### config.mk
export PLATFORM = sky130hd
export DESIGN_NAME = data_mem_ctrl
export DESIGN_NICKNAME = d
export VERILOG_FILES = /design/src/rtl/dmem_pkg.sv /design/src/rtl/dmem_load_align.sv /design/src/rtl/data_mem_ctrl.sv
export SDC_FILE = /design/constraint.sdc
export NUM_CORES = 1
export LEC_CHECK = 0
export ABC_AREA = 1
export CAP_MARGIN = 10
export CELL_PAD_IN_SITES_DETAIL_PLACEMENT = 1
export CELL_PAD_IN_SITES_GLOBAL_PLACEMENT = 1
export CORE_MARGIN = 1.5
export CORE_UTILIZATION = 55
export DETAILED_ROUTE_END_ITERATION = 8
export PLACE_DENSITY_LB_ADDON = 0.25
export SYNTH_ARGS = -nofsm -noshare
export SYNTH_HDL_FRONTEND = slang
export SYNTH_SLANG_ARGS = --single-unit
### constraint.sdc
create_clock -name clk -period 7.69 [get_ports clk]
set_clock_uncertainty 0.1 [all_clocks]
set_input_delay 0.769 -clock clk [delete_from_list [all_inputs] [get_ports clk]]
set_output_delay 0.769 -clock clk [all_outputs]
set_load 0.01 [all_outputs]
### src/rtl/dmem_pkg.sv
// rtl/dmem_pkg.sv - shared size codes, FSM states and init helper for the data memory
package dmem_pkg;

   localparam logic [1:0] SZ_B = 2'b00;
   localparam logic [1:0] SZ_H = 2'b01;
   localparam logic [1:0] SZ_W = 2'b10;
   localparam logic [1:0] SZ_R = 2'b11;

   typedef enum logic {
      ST_INIT = 1'b0,
      ST_RUN  = 1'b1
   } state_t;

   // Power-up contents: all zero, or each word holding its own index.
   function automatic logic [31:0] init_word(input int idx, input int mode);
      return (mode == 0) ? 32'd0 : 32'(idx);
   endfunction

endpackage

### src/rtl/dmem_load_align.sv
// rtl/dmem_load_align.sv - selects the loaded byte/half/word lane and extends it to 32 bits
module dmem_load_align
   import dmem_pkg::*;
(
   input  logic [31:0] word,
   input  logic [1:0]  lane,
   input  logic [1:0]  size,
   input  logic        uns,
   output logic [31:0] dataout
);

   logic [7:0]  byte_sel;
   logic [15:0] half_sel;

   assign byte_sel = word[{lane, 3'b000} +: 8];
   assign half_sel = lane[1] ? word[31:16] : word[15:0];

   always_comb begin
      dataout = 32'd0;
      case (size)
         SZ_B:    dataout = {{24{~uns & byte_sel[7]}}, byte_sel};
         SZ_H:    dataout = {{16{~uns & half_sel[15]}}, half_sel};
         SZ_W:    dataout = word;
         default: dataout = 32'd0;
      endcase
   end

endmodule

### src/rtl/data_mem_ctrl.sv
// rtl/data_mem_ctrl.sv - MEM-stage byte-addressed data memory with self-initialising reset FSM
module data_mem_ctrl
   import dmem_pkg::*;
#(
   parameter int DEPTH     = 32,
   parameter int ADDR_W    = 32,
   parameter int INIT_MODE = 1
) (
   input  logic              clk,
   input  logic              rst,
   input  logic              we,
   input  logic              re,
   input  logic [1:0]        size,
   input  logic              uns,
   input  logic [ADDR_W-1:0] addr,
   input  logic [31:0]       datain,
   output logic [31:0]       dataout,
   output logic              busy,
   output logic              misalign,
   output logic              oor,
   output logic              err
);

   localparam int IDX_W = $clog2(DEPTH);
   localparam logic [IDX_W-1:0] LAST = IDX_W'(DEPTH - 1);

   state_t            state, state_nxt;
   logic [IDX_W-1:0]  ptr;
   logic [31:0]       ram [DEPTH];

   logic [IDX_W-1:0]  idx;
   logic [1:0]        lane;
   logic              access;
   logic              mis_raw;
   logic              st_ok;
   logic [3:0]        be;
   logic [31:0]       wdata;
   logic [31:0]       rd_word;
   logic [31:0]       load_data;

   assign idx    = addr[IDX_W+1:2];
   assign lane   = addr[1:0];
   assign access = we | re;
   assign busy   = (state == ST_INIT);

   always_comb begin
      mis_raw = 1'b0;
      case (size)
         SZ_B:    mis_raw = 1'b0;
         SZ_H:    mis_raw = addr[0];
         SZ_W:    mis_raw = |addr[1:0];
         default: mis_raw = 1'b1;
      endcase
   end

   // Flags stay quiet while the array is still being initialised.
   assign misalign = ~busy & access & mis_raw;
   assign oor      = ~busy & (|addr[ADDR_W-1:IDX_W+2]);
   assign st_ok    = ~busy & we & ~misalign & ~oor;

   // Store data is replicated across lanes; the byte enables pick which lanes land.
   always_comb begin
      be    = 4'b0000;
      wdata = datain;
      case (size)
         SZ_B: begin
            be    = 4'b0001 << lane;
            wdata = {4{datain[7:0]}};
         end
         SZ_H: begin
            be    = lane[1] ? 4'b1100 : 4'b0011;
            wdata = {2{datain[15:0]}};
         end
         SZ_W: begin
            be    = 4'b1111;
            wdata = datain;
         end
         default: begin
            be    = 4'b0000;
            wdata = datain;
         end
      endcase
   end

   always_comb begin
      state_nxt = state;
      if (state == ST_INIT && ptr == LAST)
         state_nxt = ST_RUN;
   end

   always_ff @(posedge clk) begin
      if (rst) begin
         state <= ST_INIT;
         ptr   <= '0;
         err   <= 1'b0;
      end else begin
         state <= state_nxt;
         if (busy)
            ptr <= ptr + 1'b1;
         else
            err <= err | (access & (misalign | oor));
      end
   end

   always_ff @(posedge clk) begin
      if (!rst) begin
         if (busy) begin
            ram[ptr] <= init_word(int'(ptr), INIT_MODE);
         end else if (st_ok) begin
            for (int i = 0; i < 4; i++) begin
               if (be[i])
                  ram[idx][8*i +: 8] <= wdata[8*i +: 8];
            end
         end
      end
   end

   // Asynchronous read: a same-cycle store only becomes visible after the edge.
   assign rd_word = ram[idx];

   dmem_load_align u_align (
      .word    (rd_word),
      .lane    (lane),
      .size    (size),
      .uns     (uns),
      .dataout (load_data)
   );

   assign dataout = (busy | misalign | oor) ? 32'd0 : load_data;

endmodule
==> out/summary.txt <==
Outcome = finished clean
Final Cycle Share = 0.831
Iter 0 DRT Violations = 3,993
Pwr Density = 250 nW/µm²
Crit path max fanout = 308
CTS-repair resized insts = 0
Tmin final = 6390 ps
Clk Latency, worst-skew pair = 690 ps
CTS root buffer = clkbuf_16
Multi-input gate area = 11,400 µm²
Die Span X = 284 µm
Fin Setup TNS = 0 ps
# port buffers = 106
Vias = 31,800
EDFF count, synth = 1,024
Max-Slew Margin vs Limit = 0.0913
Worst Slack Setup Final = 1300 ps
Pre-CTS setup slack = 1540 ps
Register area = 30,900 µm²
Fmax = 156 MHz
Nets = 3,774
Setup CP Type = in -> out
Global Route Usage Sum = 0.354
Vias per std cell = 6.59
Synthesized area = 43,500 µm²
I/O pins = 107
Clock Sinks = 1,031
Min-Delay Endpoint = err
Post-Layout Cell Count = 4,829
Bufs on Longest Clock Path = 3
DP Cell Count = 4,606
Worst hold path type = reg -> reg
Pwr Total = 12,300 µW
Largest net degree at the start of global routing = 309
Initial Utilization = 0.559
Ys Warns = 0
# Max-Cap Violations = 0
Synth Instances = 3,664
Main combinational cell family by area after synthesis = simple AND/OR/NAND/NOR gates
Critical path startpoint category = primary input
Crit end category = primary output
Antenna violations before repair = 2
Worst R2R Start = state
Leak = 0.0160 µW
CTS tree = built
Adder-cell area share of the yosys netlist = 0.000575
Post-synthesis compound-gate area fraction = 0.0650
Post-synth top flop = edfxtp_1
# Post-CTS Setup Buffers = 0
Count of cell types in the netlist = 34
Synth Area in XOR/XNOR = 0
Final Setup Violations = 0
Core ar. = 77,800 µm²
Syn_area_per_cell = 11.9 µm²
DR DRC count = 0
Reg2Reg Depth = 12
GR Overflow Total = 0
Post-synthesis simple-gate area fraction = 0.192
Dpl hpwl = 83,600 µm
WHS Path Cells = 2
Actual slew at the worst max-slew pin = 1350 ps
Die footprint = 80,900 µm²
Worst-path clk slew = 60 ps
Fill count = 7,674
H-tree depth = 3
Post-synth net total = 3,737
Slew Viols, Final = 0
Worst r2r dst = ram[21][14]
Vias in the first global route = 33,000
Routability cong. = 0.902
Sequential share of the synthesized area = 0.709
R2R setup slack = 2780 ps
Proportion of synthesized area in mux cells = 0
# rows = 102
Global-route wire length before repair = 213,000 µm
Share of cells above drive strength 1 = 0.109
Drt wl/cell = 29.7 µm
Synthesized flop and latch total = 1,031
Final core occ = 0.630
Required time of the critical path = 6820 ps
CP arrival = 5520 ps
RSZ-0062 raised after global routing = false
Async SR Flop Fraction = 0
P&R area growth vs syn = 12.7%
Final Hold Vio Count = 0
Chip height = 284 µm
Hold Path Origin = err
First-pass DRT Iterations = 5
Cts bufs inserted = 104
Max VDD drop = 212 µV
Antenna violation net count after detailed routing = 0
WL final = 143,000 µm
CTS Hold Bufs = 0
-- power breakdown --
part / internal [µW] / leakage, µW / switching [µW]
clock network: 3050 / 0.00170 / 2220
logic: 210 / 0.00614 / 655
registers: 6140 / 0.00812 / 12.7
total: 9400 / 0.0160 / 2880
-- critical path: stages --
cell and delay (ps):
buf_8 280, inv_16 850, buf_4 510, nand2_1 110, nand3_1 100, nand3_1 140, nand2_1 180, nand2_1 100
nand3_1 180, nand3_1 90, nand2_1 90, inv_1 60, nand2_1 160, nand3_1 640, a21oi_1 420, clkdlybuf4s50_1 600
-- through the flow --
| step | instance area (µm²) | hold slack [ps] |
|---|---|---|
| final | 49100 | 398 |
| after global routing | 49100 | 446 |
| after CTS | 48800 | 401 |
| after detailed placement | 45300 | 390 |
| after global placement | 45300 | 360 |
| after floorplan | 43500 | 378 |
-- final cells by class --
class / instances / area share
sequential: 1031 / 0.629
clock inverter: 65 / 0.0140
timing repair buffer: 200 / 0.0368
inverter: 43 / 0.00377
clock buffer: 128 / 0.0570
tap: 1040 / 0.0265
antenna: 1 / 0.0000510
multi-input combinational: 2321 / 0.232
-- kinds of logic (layout without fill, tap and decap cells) --
kind of cell / Yosys count / in the layout
buf+inv: 312 / 436
flops: 1031 / 1031
compound gates: 480 / 480
fa+ha+maj: 2 / 2
other cells: 0 / 1
simple gates: 1839 / 1839
-- worst max-delay path by stage --
stage	endpoint	depth (start not counted)	slack [ps]	startpoint
after global routing	dataout[22]	16	1070	addr[2]
final	dataout[11]	16	1300	addr[2]
after global placement	dataout[9]	16	1810	addr[2]
after floorplan	ram[0][19]	12	4350	addr[10]
after detailed placement	dataout[11]	16	1540	addr[2]
after CTS	dataout[11]	16	1390	addr[2]
-- layout by cell type (no fill, tap or decap), types with 13 or more instances in the layout --
| master | count |
|---|---|
| edfxtp_1 | 1024 |
| nand2_1 | 775 |
| nand3_1 | 558 |
| nor2_1 | 316 |
| o21ai_0 | 257 |
| clkbuf_16 | 109 |
| clkdlybuf4s50_1 | 102 |
| nor3_2 | 87 |
| o221ai_1 | 85 |
| a21oi_1 | 68 |
| buf_4 | 64 |
| o22ai_1 | 48 |
| nor3_1 | 44 |
| inv_1 | 36 |
| clkinv_2 | 21 |
| clkinv_1 | 20 |
| clkbuf_1 | 19 |
| nor2_2 | 16 |
| bufinv_16 | 14 |
| clkbuf_4 | 13 |
-- cells in the mapped netlist (38+ instances only) --
library cell,count,area (µm²)
o22ai_1,48,300
edfxtp_1,1024,30700
nor3_1,51,255
a21oi_1,74,370
nor3_2,80,801
o21ai_0,259,1300
o221ai_1,85,744
nand3_1,558,2790
clkbuf_1,101,379
buf_2,109,546
nand2_1,778,2920
nor2_1,340,1280
inv_1,38,143
-- flip-flops by register name, indices dropped and copies added (netlist names) --
name,cells
err,1
ptr,5
ram,1024
state,1
-- layer usage --
metal | part of all wire | up-vias | GRT usage
met5 | 0.00015 | - | 0
met4 | 0.042 | 4 | 0.147
met3 | 0.11 | 381 | 0.0882
met2 | 0.47 | 1902 | 0.563
met1 | 0.38 | 16200 | 0.466
li1 | - | 13400 | -
Note: power is estimated with default switching activity, not from simulation.
